## src/rtl/heart_rate_sequencer.sv

```systemverilog
// Heart-rate datapath sequencer: sample timer, SPI sample request, processing strobe and BPM per window.
// Optional build macro HRS_REFRACTORY_EN adds a peak refractory period counted in processed samples.
module heart_rate_sequencer #(
    parameter int SAMPLE_DIV      = 200000,
    parameter int WINDOW_SAMPLES  = 3000,
    parameter int BPM_SCALE       = 4,
    parameter int TIMEOUT         = 1000,
    parameter int REFRACT_SAMPLES = 60,
    parameter int DATA_W          = 10
) (
    input  logic              clk,
    input  logic              reset,
    input  logic              start,
    input  logic              stop,
    output logic              sample_req,
    input  logic              sample_valid,
    input  logic [DATA_W-1:0] sample_in,
    output logic              proc_en,
    output logic [DATA_W-1:0] proc_sample,
    input  logic              peak_pulse,
    output logic [7:0]        bpm,
    output logic              bpm_valid,
    output logic              sample_timeout,
    output logic              busy
);

    localparam int TICK_W   = $clog2(SAMPLE_DIV);
    localparam int SAMPLE_W = $clog2(WINDOW_SAMPLES + 1);
    localparam int TO_W     = $clog2(TIMEOUT + 1);

    localparam logic [TICK_W-1:0]   TICK_LAST = TICK_W'(SAMPLE_DIV - 1);
    localparam logic [SAMPLE_W-1:0] WIN_LAST  = SAMPLE_W'(WINDOW_SAMPLES - 1);
    localparam logic [TO_W-1:0]     TO_LAST   = TO_W'(TIMEOUT - 1);

    localparam logic [2:0] IDLE     = 3'd0;
    localparam logic [2:0] TICKWAIT = 3'd1;
    localparam logic [2:0] REQ      = 3'd2;
    localparam logic [2:0] PROC     = 3'd3;
    localparam logic [2:0] REPORT   = 3'd4;

    // The request plus processing/report cycles must finish before the next tick wrap.
    generate
        if (TIMEOUT + 4 > SAMPLE_DIV) begin : g_bad_timeout
            $error("heart_rate_sequencer: TIMEOUT+4 must not exceed SAMPLE_DIV");
        end
    endgenerate

    logic [2:0]          state;
    logic [TICK_W-1:0]   tick_cnt;
    logic [SAMPLE_W-1:0] sample_cnt;
    logic [7:0]          peak_cnt;
    logic [TO_W-1:0]     to_cnt;
    logic                peak_ok;

    function automatic logic [7:0] sat_bpm(input logic [7:0] peaks);
        logic [15:0] prod;
        prod = 16'(peaks) * 16'(BPM_SCALE);
        return (prod > 16'd255) ? 8'd255 : prod[7:0];
    endfunction

    function automatic logic [7:0] sat_inc8(input logic [7:0] v);
        return (v == 8'hFF) ? v : v + 8'd1;
    endfunction

`ifdef HRS_REFRACTORY_EN
    localparam int REF_W = $clog2(REFRACT_SAMPLES + 1);
    logic [REF_W-1:0] refract_cnt;

    assign peak_ok = peak_pulse && (refract_cnt == '0);

    always_ff @(posedge clk or posedge reset) begin
        if (reset) begin
            refract_cnt <= '0;
        end else if (state == IDLE) begin
            if (start && !stop)
                refract_cnt <= '0;
        end else if (!stop) begin
            // A newly counted peak reloads the window even on a processing cycle.
            if (peak_ok)
                refract_cnt <= REF_W'(REFRACT_SAMPLES);
            else if (state == PROC && refract_cnt != '0)
                refract_cnt <= refract_cnt - 1'b1;
        end
    end
`else
    assign peak_ok = peak_pulse;
`endif

    assign sample_req = (state == REQ);
    assign proc_en    = (state == PROC);
    assign busy       = (state != IDLE);

    always_ff @(posedge clk or posedge reset) begin
        if (reset) begin
            state          <= IDLE;
            tick_cnt       <= '0;
            sample_cnt     <= '0;
            peak_cnt       <= '0;
            to_cnt         <= '0;
            proc_sample    <= '0;
            bpm            <= '0;
            bpm_valid      <= 1'b0;
            sample_timeout <= 1'b0;
        end else begin
            bpm_valid <= 1'b0;
            if (state == IDLE) begin
                if (start && !stop) begin
                    state          <= TICKWAIT;
                    tick_cnt       <= '0;
                    sample_cnt     <= '0;
                    peak_cnt       <= '0;
                    to_cnt         <= '0;
                    sample_timeout <= 1'b0;
                end
            end else if (stop) begin
                state  <= IDLE;
                to_cnt <= '0;
            end else begin
                tick_cnt <= (tick_cnt == TICK_LAST) ? '0 : tick_cnt + 1'b1;
                if (state != REPORT && peak_ok)
                    peak_cnt <= sat_inc8(peak_cnt);

                case (state)
                    TICKWAIT: begin
                        if (tick_cnt == TICK_LAST)
                            state <= REQ;
                    end
                    REQ: begin
                        // A valid arriving in the last allowed cycle still wins over the timeout.
                        if (sample_valid) begin
                            proc_sample <= sample_in;
                            to_cnt      <= '0;
                            state       <= PROC;
                        end else if (to_cnt == TO_LAST) begin
                            sample_timeout <= 1'b1;
                            to_cnt         <= '0;
                            state          <= TICKWAIT;
                        end else begin
                            to_cnt <= to_cnt + 1'b1;
                        end
                    end
                    PROC: begin
                        sample_cnt <= sample_cnt + 1'b1;
                        state      <= (sample_cnt == WIN_LAST) ? REPORT : TICKWAIT;
                    end
                    REPORT: begin
                        bpm        <= sat_bpm(peak_cnt);
                        bpm_valid  <= 1'b1;
                        sample_cnt <= '0;
                        peak_cnt   <= peak_ok ? 8'd1 : 8'd0;
                        state      <= TICKWAIT;
                    end
                    default: state <= IDLE;
                endcase
            end
        end
    end

endmodule

```

## config.mk

```make
export PLATFORM = sky130hd
export DESIGN_NAME = heart_rate_sequencer
export DESIGN_NICKNAME = d
export VERILOG_FILES = /design/src/rtl/heart_rate_sequencer.sv
export SDC_FILE = /design/constraint.sdc
export NUM_CORES = 1
export LEC_CHECK = 0
export ABC_AREA = 1
export CAP_MARGIN = 20
export CORE_ASPECT_RATIO = 1.4
export CORE_MARGIN = 1.5
export CORE_UTILIZATION = 35
export CTS_BUF_LIST = sky130_fd_sc_hd__clkbuf_4 sky130_fd_sc_hd__clkbuf_8
export DETAILED_ROUTE_END_ITERATION = 8
export SLEW_MARGIN = 25
export SYNTH_ARGS = -nofsm -noshare
export SYNTH_HDL_FRONTEND = slang
export SYNTH_SLANG_ARGS = --single-unit
```

## constraint.sdc

```tcl
create_clock -name clk -period 3.1 [get_ports clk]
set_input_delay 0.62 -clock clk [delete_from_list [all_inputs] [get_ports clk]]
set_output_delay 0.62 -clock clk [all_outputs]
set_load 0.03 [all_outputs]
```

# Yosys cells after proc, flatten, opt, wreduce, memory -nomap -nowiden
# Cells that the tools add are included.
# op_classes
n_addsub	4
magnitude_cmp	1
n_eq_ne	15
n_mux	39
n_bitwise	2
n_reduce_logical	18
# ops
op	count
$mux 18	4
$mux 10	6
$mux 8	7
$mux 12	3
$pmux 12 s2	1
$mux 3	7
$add 18x1->18 const B	1
$eq 18x18->1 const B	1
$add 12x1->12 const B	1
$eq 12x12->1 const B	1
$pmux 3 s4	1
$reduce_bool 3->1	4
$add 10x1->10 const B	1
$eq 10x10->1 const B	1
$gt 10x8->1 const B	1
$mux 1	10
$reduce_and 3->1	3
$add 8x1->8 const B	1
$eq 8x8->1 const B	1
$reduce_and 4->1	2
$eq 3x2->1 const B	2
$ne 2x1->1 const B	3
$ne 5x2->1 const B	1
$reduce_and 5->1	1
11 further kinds	15
# totals
regBits	71
input_bits	16
out_inout_bits	23
word_cells	88

# Logic depth before layout (Yosys ltp)
# depth
ltp_word	6
depth_mapped	11
depth_no_buf	10

# Least setup slack after synthesis
# OpenSTA, ideal clock, no wires.
# synth_timing
kind	input to register
start	in stop
end	reg sample_cnt[6]
setup_time_ns	0.122
arrival_time_ns	1.591
setup_slack_ns	1.387
path_stages	9
n_path_buf	3
cell_sequence	buf_2 -> inv_2 -> nand2_1 -> nand2_4 -> buf_6 -> nand2_4 -> buf_6 -> nor3_1 -> nor2_1
# synth_via
elab_chain_cells	4
elab_cells_between_ends	5
cone_classes	eq/ne (2); reduce/logical (3)
# synth_lines
item	line_no	text
start: declaration	14	input logic stop,
$logic_not 1->1	107	if (start && !stop) begin
$logic_and 1x1->1	107	
$ne 2x1->1 (no source line)	-	
$reduce_and 3->1 (no source line) (*)	-	
end signal: assignment	143	sample_cnt <= sample_cnt + 1'b1;
end: declaration	50	logic [SAMPLE_W-1:0] sample_cnt;
# Every way passes the cells marked *; elsewhere a longest branch is shown, timed or not.
# A chain may end at the register's enable or synchronous reset.

# Final worst setup path
# layout_timing
start	reg state[0]
end	out sample_req
# layout_via
elab_chain_cells	1
# layout_lines
item	line_no	text
start: declaration	48	logic [2:0] state;
start signal: assignment	144	state <= (sample_cnt == WIN_LAST) ? REPORT : TICKWAIT;
$eq 3x2->1	89	assign sample_req = (state == REQ);
end: declaration	15	output logic sample_req,
# Every way passes these cells.

==> results.ini <==
[grt]
grt_max_degree=61
grt_pass1_vias=3329
overflow=0
grt_pass1_wl_mm=15.0
antenna_found_initial=0
track_usage=0.159

[sta]
rsz0062_at_grt=false
setup_viol=0
skew_ns=0.00851
slew_headroom=0.749
max_freq_mhz=393
final-hold-violation-count=0
period_share=0.821
hold_slack_ns=0.496
setup-tns-final_ns=0
finalMaxSlewViolations=0
period_needed_ns=2.55
worst_slew_pin_slew_ns=0.376

[floorplan]
die_h_um=128
die-area_sq_um=11800
num_rows=45
fp.dieW_um=92.1
core-area_sq_um=10900
ios=39
initial_core_util=0.358

[pwr]
leakage_nw=2.13
ir_drop_v=0.000429
powerDensity_nw_per_um2=648

[cts]
cts_tree=yes
post_cts_buffers=0
htreeDepth=3
path_clk_slew_ns=0.08
cts_buffer_depth=2
cts_made_buffers=9
cts_resized=0
root_buffer=clkbuf_8
cts.hold.buffers_added=0
cts_sinks=70
clk_latency_ns=0.36

[synthesis]
netlist_area_sq_um=3890
synth_warnings=0
synth_seq_cells=70
async_flop_share=1.00
synth_edf_count=0
syn-num-nets=529
seq_area_frac_synth=0.450
synthCells=509
synth_ff_type=dfrtp_1
synthDistinctLibCells=34
avgSynthCellArea_sq_um=7.65

[detailed_routing]
drt_iter0_markers=199
wl_per_cell_um=12.3
drcViolationCount=0
first_pass_iters=4
viasPerCell=4.86
num_vias=3393
wirelength_mm=8.61
ant_nets=0

[finish]
num-fill-cells=1084
drive_gt1_frac=0.0934
instances_no_fill=698
area_growth_pct=18.9
nNetsFinal=572
num_antenna_cells=0

[critical_path]
cp.required_ns=2.48
critPathMaxStageDelay_ns=0.70
startpoint_type=register
worstSetupPathType=reg -> out
crit_arrival_ns=1.93
path_max_fanout=6
path_cells=nor2_1 > nand2_1 > inv_1 > clkdlybuf4s50_1
slowest_stage=clkdlybuf4s50_1
cp-end-kind=primary output

[worst_hold_path]
hp-class=in -> async

[flow_run]
drv_cap=0

[placed_design]
gp_congestion=0.824
dpl.hpwl_mm=6.32
port-buffer-count=38
dpl.cell_count=682

[status]
status=completed

-- cell usage in the layout, fill, tap and decap left out, types with 2 or more instances in the layout --
master	count
inv_2	9
xnor2_1	3
dfrtp_1	70
nand2_1	147
ha_1	4
nor2_4	3
mux2_2	10
o21ai_1	7
nand3_1	40
nand2_4	4
nor3_1	13
nor2_1	60
a21oi_1	13
nand2_2	4
clkinvlp_4	3
inv_1	51
and3_1	2
nand4_1	10
xor2_1	10
clkdlybuf4s50_1	38
clkbuf_8	11
o21ai_0	26
a2bb2oi_1	6
-- per-layer routing --
| metal | global-route usage | vias to the layer above | routed length (um) |
|---|---|---|---|
| li1 | - | 1726 | - |
| met1 | 0.189 | 1604 | 3800 |
| met2 | 0.278 | 53 | 4390 |
| met3 | 0.0356 | 10 | 269 |
| met4 | 0.0597 | 0 | 146 |
| met5 | 0 | - | 0 |
-- power breakdown --
group | switching [mW] | leakage (nW) | internal, mW
Sequential | 0.118 | 0.940 | 1.05
Combinational | 0.686 | 1.09 | 0.378
Clock | 0.360 | 0.0976 | 0.414
Total | 1.16 | 2.13 | 1.84
-- final cells by class --
cell class / count / area, sq um / share of cell area
Clock buffer: 11 / 151 / 0.0327
Timing Repair Buffer: 39 / 400 / 0.0865
Multi-Input combinational cell: 371 / 1860 / 0.402
Tap cell: 141 / 176 / 0.0381
Inverter: 61 / 231 / 0.0500
Clock inverter: 5 / 57.6 / 0.0124
Sequential cell: 70 / 1750 / 0.378
-- flip-flops by register name, indices dropped and copies added, names as in the netlist --
register        count
tick_cnt           18
sample_cnt         12
proc_sample        10
to_cnt             10
peak_cnt            8
bpm                 7
state               3
bpm_valid           1
sample_timeout      1
-- cell families (layout without fill, tap and decap cells) --
| kind of cell | after synthesis | after routing | share of synthesized area |
|---|---|---|---|
| adders and majority gates | 4 | 4 | 0.0129 |
| muxes | 10 | 10 | 0.0289 |
| AOI/OAI and AO/OA | 56 | 56 | 0.0813 |
| xor gates and xnor gates | 13 | 13 | 0.0292 |
| DFF | 70 | 70 | 0.450 |
| and+or+nand+nor | 288 | 288 | 0.326 |
| buffers and inverters | 68 | 116 | 0.0720 |
-- stage by stage --
stage | area, sq um | total power, mW | util | worst slack [ns]
floorplan | 3890 | 1.91 | - | 0.712
global placement | 4420 | 2.24 | 0.407 | 0.458
CTS | 4630 | 3.05 | 0.426 | 0.551
finish | 4630 | 3.00 | 0.426 | 0.553
detailed placement | 4420 | 2.26 | 0.407 | 0.302
global route | 4630 | 3.20 | 0.426 | 0.446
-- final timing paths --
| check | to | startpoint | slack, ns | cells after the start |
|---|---|---|---|---|
| max | sample_req | state[0]$_DFFE_PP0P_ | 0.55 | 4 |
| min | proc_sample[6]$_DFFE_PP0P_ | reset | 0.50 | 2 |
| max reg2reg | peak_cnt[4]$_DFFE_PP0P_ | state[0]$_DFFE_PP0P_ | 0.94 | 10 |
| min reg2reg | sample_timeout$_DFFE_PP0P_ | sample_timeout$_DFFE_PP0P_ | 0.50 | 2 |
| max in group asynchronous | sample_cnt[0]$_DFFE_PP0P_ | reset | 2.01 | 3 |
| min in group clk | sample_timeout$_DFFE_PP0P_ | sample_timeout$_DFFE_PP0P_ | 0.50 | 2 |
-- cells in the mapped netlist (all sizes together), types with 4 or more instances --
cell type  instances  share of area
nand4             10          0.016
nand3             41          0.054
xor2              10          0.022
dfrtp             70           0.45
mux2              10          0.029
nor3              14          0.021
nor2              64          0.068
a21oi             13          0.017
buf                6          0.012
nand2            155           0.16
inv               61          0.059
o21ai             33          0.042
ha                 4          0.013
a2bb2oi            6          0.013
-- critical path, delay by kind of cell, from the launching register on --
| kind | cells | cell delay (ns) |
|---|---|---|
| buf+inv | 2 | 0.82 |
| simple gates | 2 | 0.30 |
| flops | 1 | 0.46 |
Power figures use the tool's default switching activity.
